### src/rtl/serial_subtractor.sv
// Digit-serial signed subtractor: result = a + ~b + 1, DIGIT bits per clock, LSB first.
// Valid/ready on both sides; signed overflow flag with optional clamp to the signed limit.
module serial_subtractor #(
  parameter int WIDTH    = 16,
  parameter int DIGIT    = 2,
  parameter int SATURATE = 0
) (
  input  logic             clk,
  input  logic             rst_n,
  input  logic             in_valid,
  output logic             in_ready,
  input  logic [WIDTH-1:0] a,
  input  logic [WIDTH-1:0] b,
  output logic             out_valid,
  input  logic             out_ready,
  output logic [WIDTH-1:0] result,
  output logic             overflow
);

  localparam int N  = WIDTH / DIGIT;
  localparam int CW = (N > 1) ? $clog2(N) : 1;

  typedef enum logic [1:0] {IDLE, RUN, DONE} state_e;

  state_e            state_q;
  logic [WIDTH-1:0]  a_sr_q, b_sr_q, result_q;
  logic [CW-1:0]     cnt_q;
  logic              carry_q, a_msb_q, b_msb_q, overflow_q;

  logic [DIGIT-1:0]  sum;
  logic              c;
  logic              carry_d, ovf_d, last;
  logic [WIDTH-1:0]  raw_d, res_d;

  // Ripple of DIGIT full-adder cells over the low digit of both operand registers.
  always_comb begin
    sum = '0;
    c   = carry_q;
    for (int unsigned i = 0; i < DIGIT; i++) begin
      sum[i] = a_sr_q[i] ^ b_sr_q[i] ^ c;
      c      = (a_sr_q[i] & b_sr_q[i]) | (c & (a_sr_q[i] ^ b_sr_q[i]));
    end
    carry_d = c;
    raw_d   = WIDTH'({sum, result_q} >> DIGIT);
    ovf_d   = (a_msb_q != b_msb_q) && (raw_d[WIDTH-1] != a_msb_q);
    res_d   = raw_d;
    if (SATURATE != 0 && ovf_d)
      res_d = a_msb_q ? {1'b1, {(WIDTH-1){1'b0}}} : {1'b0, {(WIDTH-1){1'b1}}};
    last    = (cnt_q == CW'(N - 1));
  end

  always_ff @(posedge clk or negedge rst_n) begin
    if (!rst_n) begin
      state_q    <= IDLE;
      a_sr_q     <= '0;
      b_sr_q     <= '0;
      result_q   <= '0;
      cnt_q      <= '0;
      carry_q    <= 1'b0;
      a_msb_q    <= 1'b0;
      b_msb_q    <= 1'b0;
      overflow_q <= 1'b0;
    end else begin
      unique case (state_q)
        IDLE: begin
          if (in_valid) begin
            a_sr_q  <= a;
            b_sr_q  <= ~b;
            carry_q <= 1'b1;
            cnt_q   <= '0;
            a_msb_q <= a[WIDTH-1];
            b_msb_q <= b[WIDTH-1];
            state_q <= RUN;
          end
        end
        RUN: begin
          a_sr_q  <= a_sr_q >> DIGIT;
          b_sr_q  <= b_sr_q >> DIGIT;
          carry_q <= carry_d;
          cnt_q   <= cnt_q + CW'(1);
          if (last) begin
            result_q   <= res_d;
            overflow_q <= ovf_d;
            state_q    <= DONE;
          end else begin
            result_q <= raw_d;
          end
        end
        DONE: begin
          if (out_ready)
            state_q <= IDLE;
        end
        default: state_q <= IDLE;
      endcase
    end
  end

  assign in_ready  = (state_q == IDLE);
  assign out_valid = (state_q == DONE);
  assign result    = result_q;
  assign overflow  = overflow_q;

endmodule

### config.mk
export PLATFORM = sky130hd
export DESIGN_NAME = serial_subtractor
export DESIGN_NICKNAME = d
export VERILOG_FILES = /design/src/rtl/serial_subtractor.sv
export SDC_FILE = /design/constraint.sdc
export NUM_CORES = 1
export LEC_CHECK = 0
export ABC_AREA = 1
export CAP_MARGIN = 20
export CORE_MARGIN = 5
export CORE_UTILIZATION = 52
export DETAILED_ROUTE_END_ITERATION = 6
export PLACE_DENSITY_LB_ADDON = 0.25
export SLEW_MARGIN = 20
export SYNTH_ARGS = -nofsm -noshare
export SYNTH_HDL_FRONTEND = slang
export SYNTH_SLANG_ARGS = --single-unit
### constraint.sdc
create_clock -name clk -period 2.5 [get_ports clk]
set_clock_uncertainty 0.15 [all_clocks]
set_input_delay 0.5 -clock clk [delete_from_list [all_inputs] [get_ports clk]]
set_output_delay 0.5 -clock clk [all_outputs]
set_load 0.02 [all_outputs]
==> impl_metrics.ini, run 1 <==
[detailed_routing]
post_drt_wl_per_cell_um = 12.4
drt_first_iter_violations = 145
dr.pass1.iters = 4
remaining_drc_errors = 0
vias = 2350
finalWirelength_um = 5980
ant_nets = 0
via_per_inst = 4.88

[clock_network]
cts_buffer_depth = 2
cts_buffers = 9
cts_sinks = 57
postCtsHoldBufs = 0
cts-root-buf = clkbuf_8
insertion_delay_ps = 330
post_cts_resized = 0
cts_tree = yes
cts.htree.levels = 3
cts_setup_buffers = 0
cts.clk_slew.worst_paths_ps = 70

[timing]
relSlewSlack = 0.620
fin_crit_ps = 2360
grt_setup_unrepaired = no
whs_ps = 0.0353
setup_viol = 0
fin_tns_setup_ps = 0
hold_viol = 0
worst-slew-pin-transition_ps = 569
fin_ws_ps = 145
clock.fmax_mhz = 425
period_share = 0.942
drv_slew = 0

[floorplan]
io_pins = 55
die-area_um2 = 6970
rows = 26
dieWidth_um = 83.5
core_area_um2 = 5170
fp.dieH_um = 83.5
initial_core_util = 0.543

[worst_setup_path]
crit_path_top_delay_cell = clkdlybuf4s50_1
worst_r2r_endpoint = overflow
worstRegToRegCells = 8
critPathMaxStageDelay_ps = 630
required_ps = 1850
worstPathArrival_ps = 1710
crit_start = state_q[0]
cp_cell_sequence = buf_4, nor2_1, clkdlybuf4s50_1
worstSetupEndpoint = out_valid
rrSetupSlack_ps = 590
crit_fanout = 11
start_kind = flop
path_class = flop to primary output
worst_r2r_startpoint = a_sr_q[0]
endpoint_kind = primary output

[place]
io_buffers = 54
routabilityCongestion = 0.819
place_ws_ps = 396
hpwlAfterDp_um = 4000

[yosys]
synthArstFlopShare = 1.00
synth_cell_type_count = 17
ys_warn_count = 0
syn_area_per_cell_um2 = 7.63
synthTopCellsByArea = dfrtp_1, nand2_1, nand3_1
syn-cell-area_um2 = 2810
ys_top_cells_by_count = nand2_1, dfrtp_1, inv_1, nand3_1, o21ai_0
syn_inst = 368
ys_seq_area_frac = 0.508
synth_edf_count = 0
synth-seq-cells = 57
ys.flop_type = dfrtp_1
yosysTopAreaCell = dfrtp_1
syn_nets = 408
yosysMostFrequentCell = nand2_1
synth.top_cell.area_share = 0.508

[pwr]
leakagePower_nw = 1.90
cellPowerDensity_nw_per_um2 = 1310
peakVddDrop_mv = 0.559

[global_route]
grt_pass1_vias = 2274
antenna_found_initial = 0
grt_start_max_net_pins = 36
gr-usage-all-layers = 0.182
grt-ovfl-total = 0
grt_first_pass_wirelength_um = 10300

[layout]
fill_cells = 446
drive_above_1_share = 0.0631
areaGrowthSynthToFinish_pct = 27.5
fin_nets = 447
insertedDiodeCount = 0

[flow_run]
max_cap_viol_count = 0

[hold_path]
min_path_type = input pin to asynchronous set/reset pin

[outcome]
status = complete, no violations
-- area by class of cell --
cell class	instances	area, um^2	share of cell area
Sequential cell	57	1430	0.398
Timing Repair Buffer	60	593	0.166
Clock inverter	5	150	0.0419
Clock buffer	11	141	0.0395
Tap cell	70	87.6	0.0245
Inverter	34	128	0.0356
Multi-Input combinational cell	245	1050	0.295
-- cell usage in the layout (no fill, tap or decap), drive strengths merged --
cell type and n:
bufinv 5, dfrtp 57, o21ai 21, nor2 4, clkbuf 11, clkdlybuf4s50 53
o31ai 1, fa 2, nand2 182, ha 2, buf 7, inv 34
a21oi 1, nand3 32
-- state kept, by name, indices dropped and copies added, names as in the netlist --
register / cells
a_msb_q: 1
a_sr_q: 16
b_msb_q: 1
b_sr_q: 16
carry_q: 1
cnt_q: 3
overflow: 1
result: 16
state_q: 2
-- worst min-delay path by stage --
| stage | to | startpoint |
|---|---|---|
| 2_1_floorplan | a_msb_q | rst_n |
| 3_3_place_gp | a_sr_q[14] | a_sr_q[14] |
| 3_5_place_dp | result[0] | result[0] |
| 4_1_cts | a_sr_q[13] | rst_n |
| 5_1_grt | a_sr_q[13] | rst_n |
| 6_report | a_sr_q[13] | rst_n |
-- cell families (layout without fill, tap and decap cells) --
family,count (synthesis),in the layout,share of synthesized area
simple gates,218,218,0.306
buf+inv,66,110,0.117
flops,57,57,0.508
compound gates,23,23,0.0459
fa+ha+maj,4,4,0.0232
-- per-layer routing --
metal	GRT usage	vias to the layer above	part of all wire
li1	-	1183	-
met5	0	-	0
met4	0.0819	0	0.011
met3	0.0424	8	0.063
met2	0.287	80	0.47
met1	0.239	1079	0.45
-- worst max-delay path: cells and delay by family (launching register included) --
family	cells	cell delay [ps]
buffers and inverters	2	820
flip-flops	1	400
AND/OR/NAND/NOR	1	160
-- report_power, final --
part	switching (mW)	total, mW	leakage (nW)	internal, mW
Combinational	1.13	1.85	1.03	0.723
Clock	0.372	1.26	0.144	0.892
Sequential	0.238	1.57	0.724	1.33
Total	1.74	4.69	1.90	2.95
-- through the flow --
step | instance area (um^2) | instances | power [mW] | utilization
2_1_floorplan | 2810 | 368 | 2.98 | -
3_3_place_gp | 3290 | 466 | 3.38 | 0.636
6_report | 3580 | 482 | 4.69 | 0.692
4_1_cts | 3580 | 482 | 4.73 | 0.692
5_1_grt | 3580 | 482 | 5.06 | 0.692
3_5_place_dp | 3290 | 466 | 3.44 | 0.636
Power figures use the tool's default switching activity.
==> run 2: changes to the inputs <==
--- a/config.mk
+++ b/config.mk
@@ -7,8 +7,8 @@
 export LEC_CHECK = 0
 export ABC_AREA = 1
 export CAP_MARGIN = 20
-export CORE_MARGIN = 5
 export CORE_UTILIZATION = 52
+export CTS_CLUSTER_DIAMETER = 40
 export DETAILED_ROUTE_END_ITERATION = 6
 export PLACE_DENSITY_LB_ADDON = 0.25
 export SLEW_MARGIN = 20
==> impl_metrics.ini, run 2 (synthesis results as in run 1) <==
[layout]
layout_common_cells = nand2_1, dfrtp_1, clkdlybuf4s50_1, inv_1, nand3_1
drive_above_1_share = 0.0630
fin_nets = 448
fin_area_um2 = 3490
areaGrowthSynthToFinish_pct = 24.3
insertedDiodeCount = 0
utilization = 0.679
final_cells = 483
final_common_cell = nand2_1

[pwr]
power_switching_mw = 1.69
peakVddDrop_mv = 0.577
seq_power_share = 0.364
comb_power_share = 0.428
total_power_mw = 4.30
clock_power_share = 0.207
swShare = 0.393
p_int_mw = 2.61
cellPowerDensity_nw_per_um2 = 1230
leakagePower_nw = 1.86

[clock_network]
post_cts_resized = 0
postCtsHoldBufs = 0
cts_sinks = 57
cts_setup_buffers = 0
cts_buffers = 9
cts.htree.levels = 3
insertion_delay_ps = 330
cts-root-buf = clkbuf_8
cts_tree = yes
cts_buffer_depth = 2
cts.clk_slew.worst_paths_ps = 60

[timing]
grt_setup_unrepaired = no
fin_tns_setup_ps = 0
setup_viol = 0
period_share = 0.932
relSlewSlack = 0.518
fin_crit_ps = 2330
clock.fmax_mhz = 429
hold_viol = 0
drv_slew = 0
worst-slew-pin-transition_ps = 723

[worst_setup_path]
worstPathArrival_ps = 1680
cp_cell_sequence = buf_4, nor2_1, clkdlybuf4s50_1
crit_path_top_delay_cell = clkdlybuf4s50_1
path_class = flop to primary output
worst_r2r_startpoint = a_sr_q[0]
start_kind = flop
worst_r2r_endpoint = overflow
crit_fanout = 11
critPathMaxStageDelay_ps = 620
rrSetupSlack_ps = 620
endpoint_kind = primary output
worstRegToRegCells = 8
required_ps = 1850

[detailed_routing]
drt_first_iter_violations = 126
vias = 2298
finalWirelength_um = 5510
post_drt_wl_per_cell_um = 11.4
dr.pass1.iters = 4
remaining_drc_errors = 0
via_per_inst = 4.76
ant_nets = 0

[outcome]
status = complete, no violations

[global_route]
grt_pass1_vias = 2088
grt_first_pass_wirelength_um = 9260
grt-ovfl-total = 0
antenna_found_initial = 0
grt_start_max_net_pins = 58
gr-usage-all-layers = 0.220

[floorplan]
io_pins = 55
core_area_um2 = 5140
fp.dieH_um = 75.5
rows = 26
dieWidth_um = 75.5
initial_core_util = 0.546
die-area_um2 = 5700

[flow_run]
max_cap_viol_count = 0

[place]
dpl_cell_area_um2 = 3280
io_buffers = 54
hpwlAfterDp_um = 3610
routabilityCongestion = 0.807
place_inst = 467

[hold_path]
min_path_type = input pin to asynchronous set/reset pin
run 2: area by class of cell:
type | count | area, um^2
Timing Repair Buffer | 61 | 588
Tap cell | 70 | 87.6
Sequential cell | 57 | 1430
Fill cell | 468 | 1650
Clock buffer | 14 | 173
Clock inverter | 2 | 35.0
Multi-Input combinational cell | 245 | 1050
Inverter | 34 | 128
run 2: how the worst max path moves through the flow:
stage	from	to	slack (ps)	cells past startpoint
after floorplan	a_sr_q[0]	overflow	700	8
after global placement	in_valid	a_sr_q[12]	410	5
after detailed placement	in_valid	a_sr_q[5]	400	5
after CTS	state_q[0]	out_valid	150	3
after global routing	state_q[0]	out_valid	70	3
final	state_q[0]	out_valid	170	3
run 2: power groups by stage:
stage | Sequential (mW) | Combinational [mW] | Clock [mW]
after floorplan | 1.54 | 1.44 | 0
after global placement | 1.57 | 1.81 | 0
after detailed placement | 1.57 | 1.86 | 0
after CTS | 1.56 | 1.87 | 0.907
after global routing | 1.61 | 2.13 | 0.938
final | 1.57 | 1.84 | 0.890
run 2: per-stage QoR:
stage	hold WS [ps]	setup slack (ps)
CTS	176	149
finish	147	171
global route	228	67.7
floorplan	54.4	697
detailed placement	316	403
global placement	313	410
run 2: critical path, delay by kind of cell (launching register included):
family,cells,cell delay [ps]
simple gates,1,120
flops,1,410
buf+inv,2,820
run 2: layer usage:
metal	track usage	wire length, um
met4	0.0720	71
met1	0.300	2620
met5	0	0
met2	0.343	2540
met3	0.0608	281
==> variant (settings of run 1) <==
Register the output `overflow` once more; this adds one clock of latency there. The other outputs are not delayed to match.
--- a/src/rtl/serial_subtractor.sv
+++ b/src/rtl/serial_subtractor.sv
@@ -98,7 +98,9 @@
   assign in_ready  = (state_q == IDLE);
   assign out_valid = (state_q == DONE);
   assign result    = result_q;
-  assign overflow  = overflow_q;
+  always_ff @(posedge clk) begin
+    overflow <= overflow_q;
+  end
 
 endmodule
 
Function: changed (a bounded check fails within 10 cycles, from zero or initial values and one cycle with rst_n low).
==> variant against run 1 <==
Setup slack worse by 0.033 ns. Highest routed layer unchanged. Sequential cell count increased by 1. Final area shrank 1.7%. Wire length shrank 0.55%. Largest power group unchanged. Power down 6.9%. Synthesized area increased by 0.71%. Die area up 0.64%. First-iteration DRC count is 1.4% higher.
==> variant: results (changes against run 1) <==
- Total GRT Usage: 18.15% (was 18.20%)
- Hold WS: 0.07376 ns (was 0.00003531 ns)
- Slew @ Worst Pin: 0.7208 ns (was 0.5695 ns)
- Reg2reg setup slack: 0.51 ns (was 0.59 ns)
- Syn Nets: 409 (was 408)
- Vias in the first global route: 2,325 (was 2,274)
- Routed vias/inst: 4.888 (was 4.876)
- Final Wtd Congestion: 0.8396 (was 0.8187)
- WP data arrival: 1.74 ns (was 1.71 ns)
- Dominant cells by area after synthesis: dfrtp_1, nand2_1, nand3_1, inv_1, buf_4 (unchanged)
- Crit Reg-Reg Endpoint: overflow_q (was overflow)
- RR Startpoint: state_q[0] (was a_sr_q[0])
- Leakage power: 0.001870 uW (was 0.001900 uW)
- Max VDD drop: 0.0005598 V (was 0.0005586 V)
- Share of layout cells above drive strength 1: 5.825% (was 6.311%)
- Tmin final: 2.388 ns (was 2.355 ns)
- Register area share after synthesis: 51.13% (was 50.78%)
- Worst-path fanout max: 32 (was 11)
- Distinct cell type count after synthesis: 18 (was 17)
- First-pass GRT wire length: 10,350 um (was 10,300 um)
- Asr flop ratio synth: 98.28% (was 100.0%)
- Initial DRC Count: 147 (was 145)
- HPWL Detailed: 3942 um (was 3998 um)
- Area post-placement: 3302 um2 (was 3289 um2)
- Register-to-Register Path Depth: 6 (was 8)
- Status: finished, final reports clean (unchanged)
- Setup Slack @ Placement: 0.3896 ns (was 0.3959 ns)
[variant: metal layers]
layer	vias up	share of wire (%)	track usage, %
met5	-	0	0
met4	0	2.0	9.064
met3	10	7.0	4.738
met2	71	45	29.28
met1	1086	46	22.47
li1	1189	-	-
[variant: worst max path at each step]
stage                            end  startpoint
after floorplan           overflow_q   a_sr_q[0]
after global placement     out_valid  state_q[0]
after detailed placement   b_sr_q[1]    in_valid
after CTS                  out_valid  state_q[0]
after global routing       out_valid  state_q[0]
final                      out_valid  state_q[0]
[variant: where the power goes]
group	leakage, uW	internal (uW)	total [uW]	switching [uW]
clock	0.000110	571	925	355
combinational	0.00103	715	1850	1140
sequential	0.000732	1360	1590	233
[variant: critical path: cells and delay by family (launching register included)]
kind	cells	cell delay, ns
buffers and inverters	2	0.88
flip-flops	1	0.37
AND/OR/NAND/NOR	1	0.15
[variant: layout make-up]
cell class	instances	area [um2]	share of cell area (%)
Multi-Input combinational cell	245	1055	29.98
Tap cell	70	87.58	2.489
Inverter	34	127.6	3.627
Timing Repair Buffer	59	585.6	16.64
Clock buffer	15	186.4	5.299
Clock inverter	1	30.03	0.8535
Sequential cell	58	1446	41.11
[variant: per-stage QoR]
step | total power (uW) | instances
2_1_floorplan | 2997 | 369
3_3_place_gp | 3389 | 466
3_5_place_dp | 3465 | 466
4_1_cts | 4405 | 482
5_1_grt | 4726 | 482
6_report | 4365 | 482
[variant: logic make-up after synthesis]
kind of cell	after synthesis	share of synthesized area, %
adder cells (fa/ha/maj)	4	2.300
buffers and inverters	66	11.59
AO/OA/AOI/OAI	23	4.556
flip-flops	58	51.13
AND/OR/NAND/NOR	218	30.43
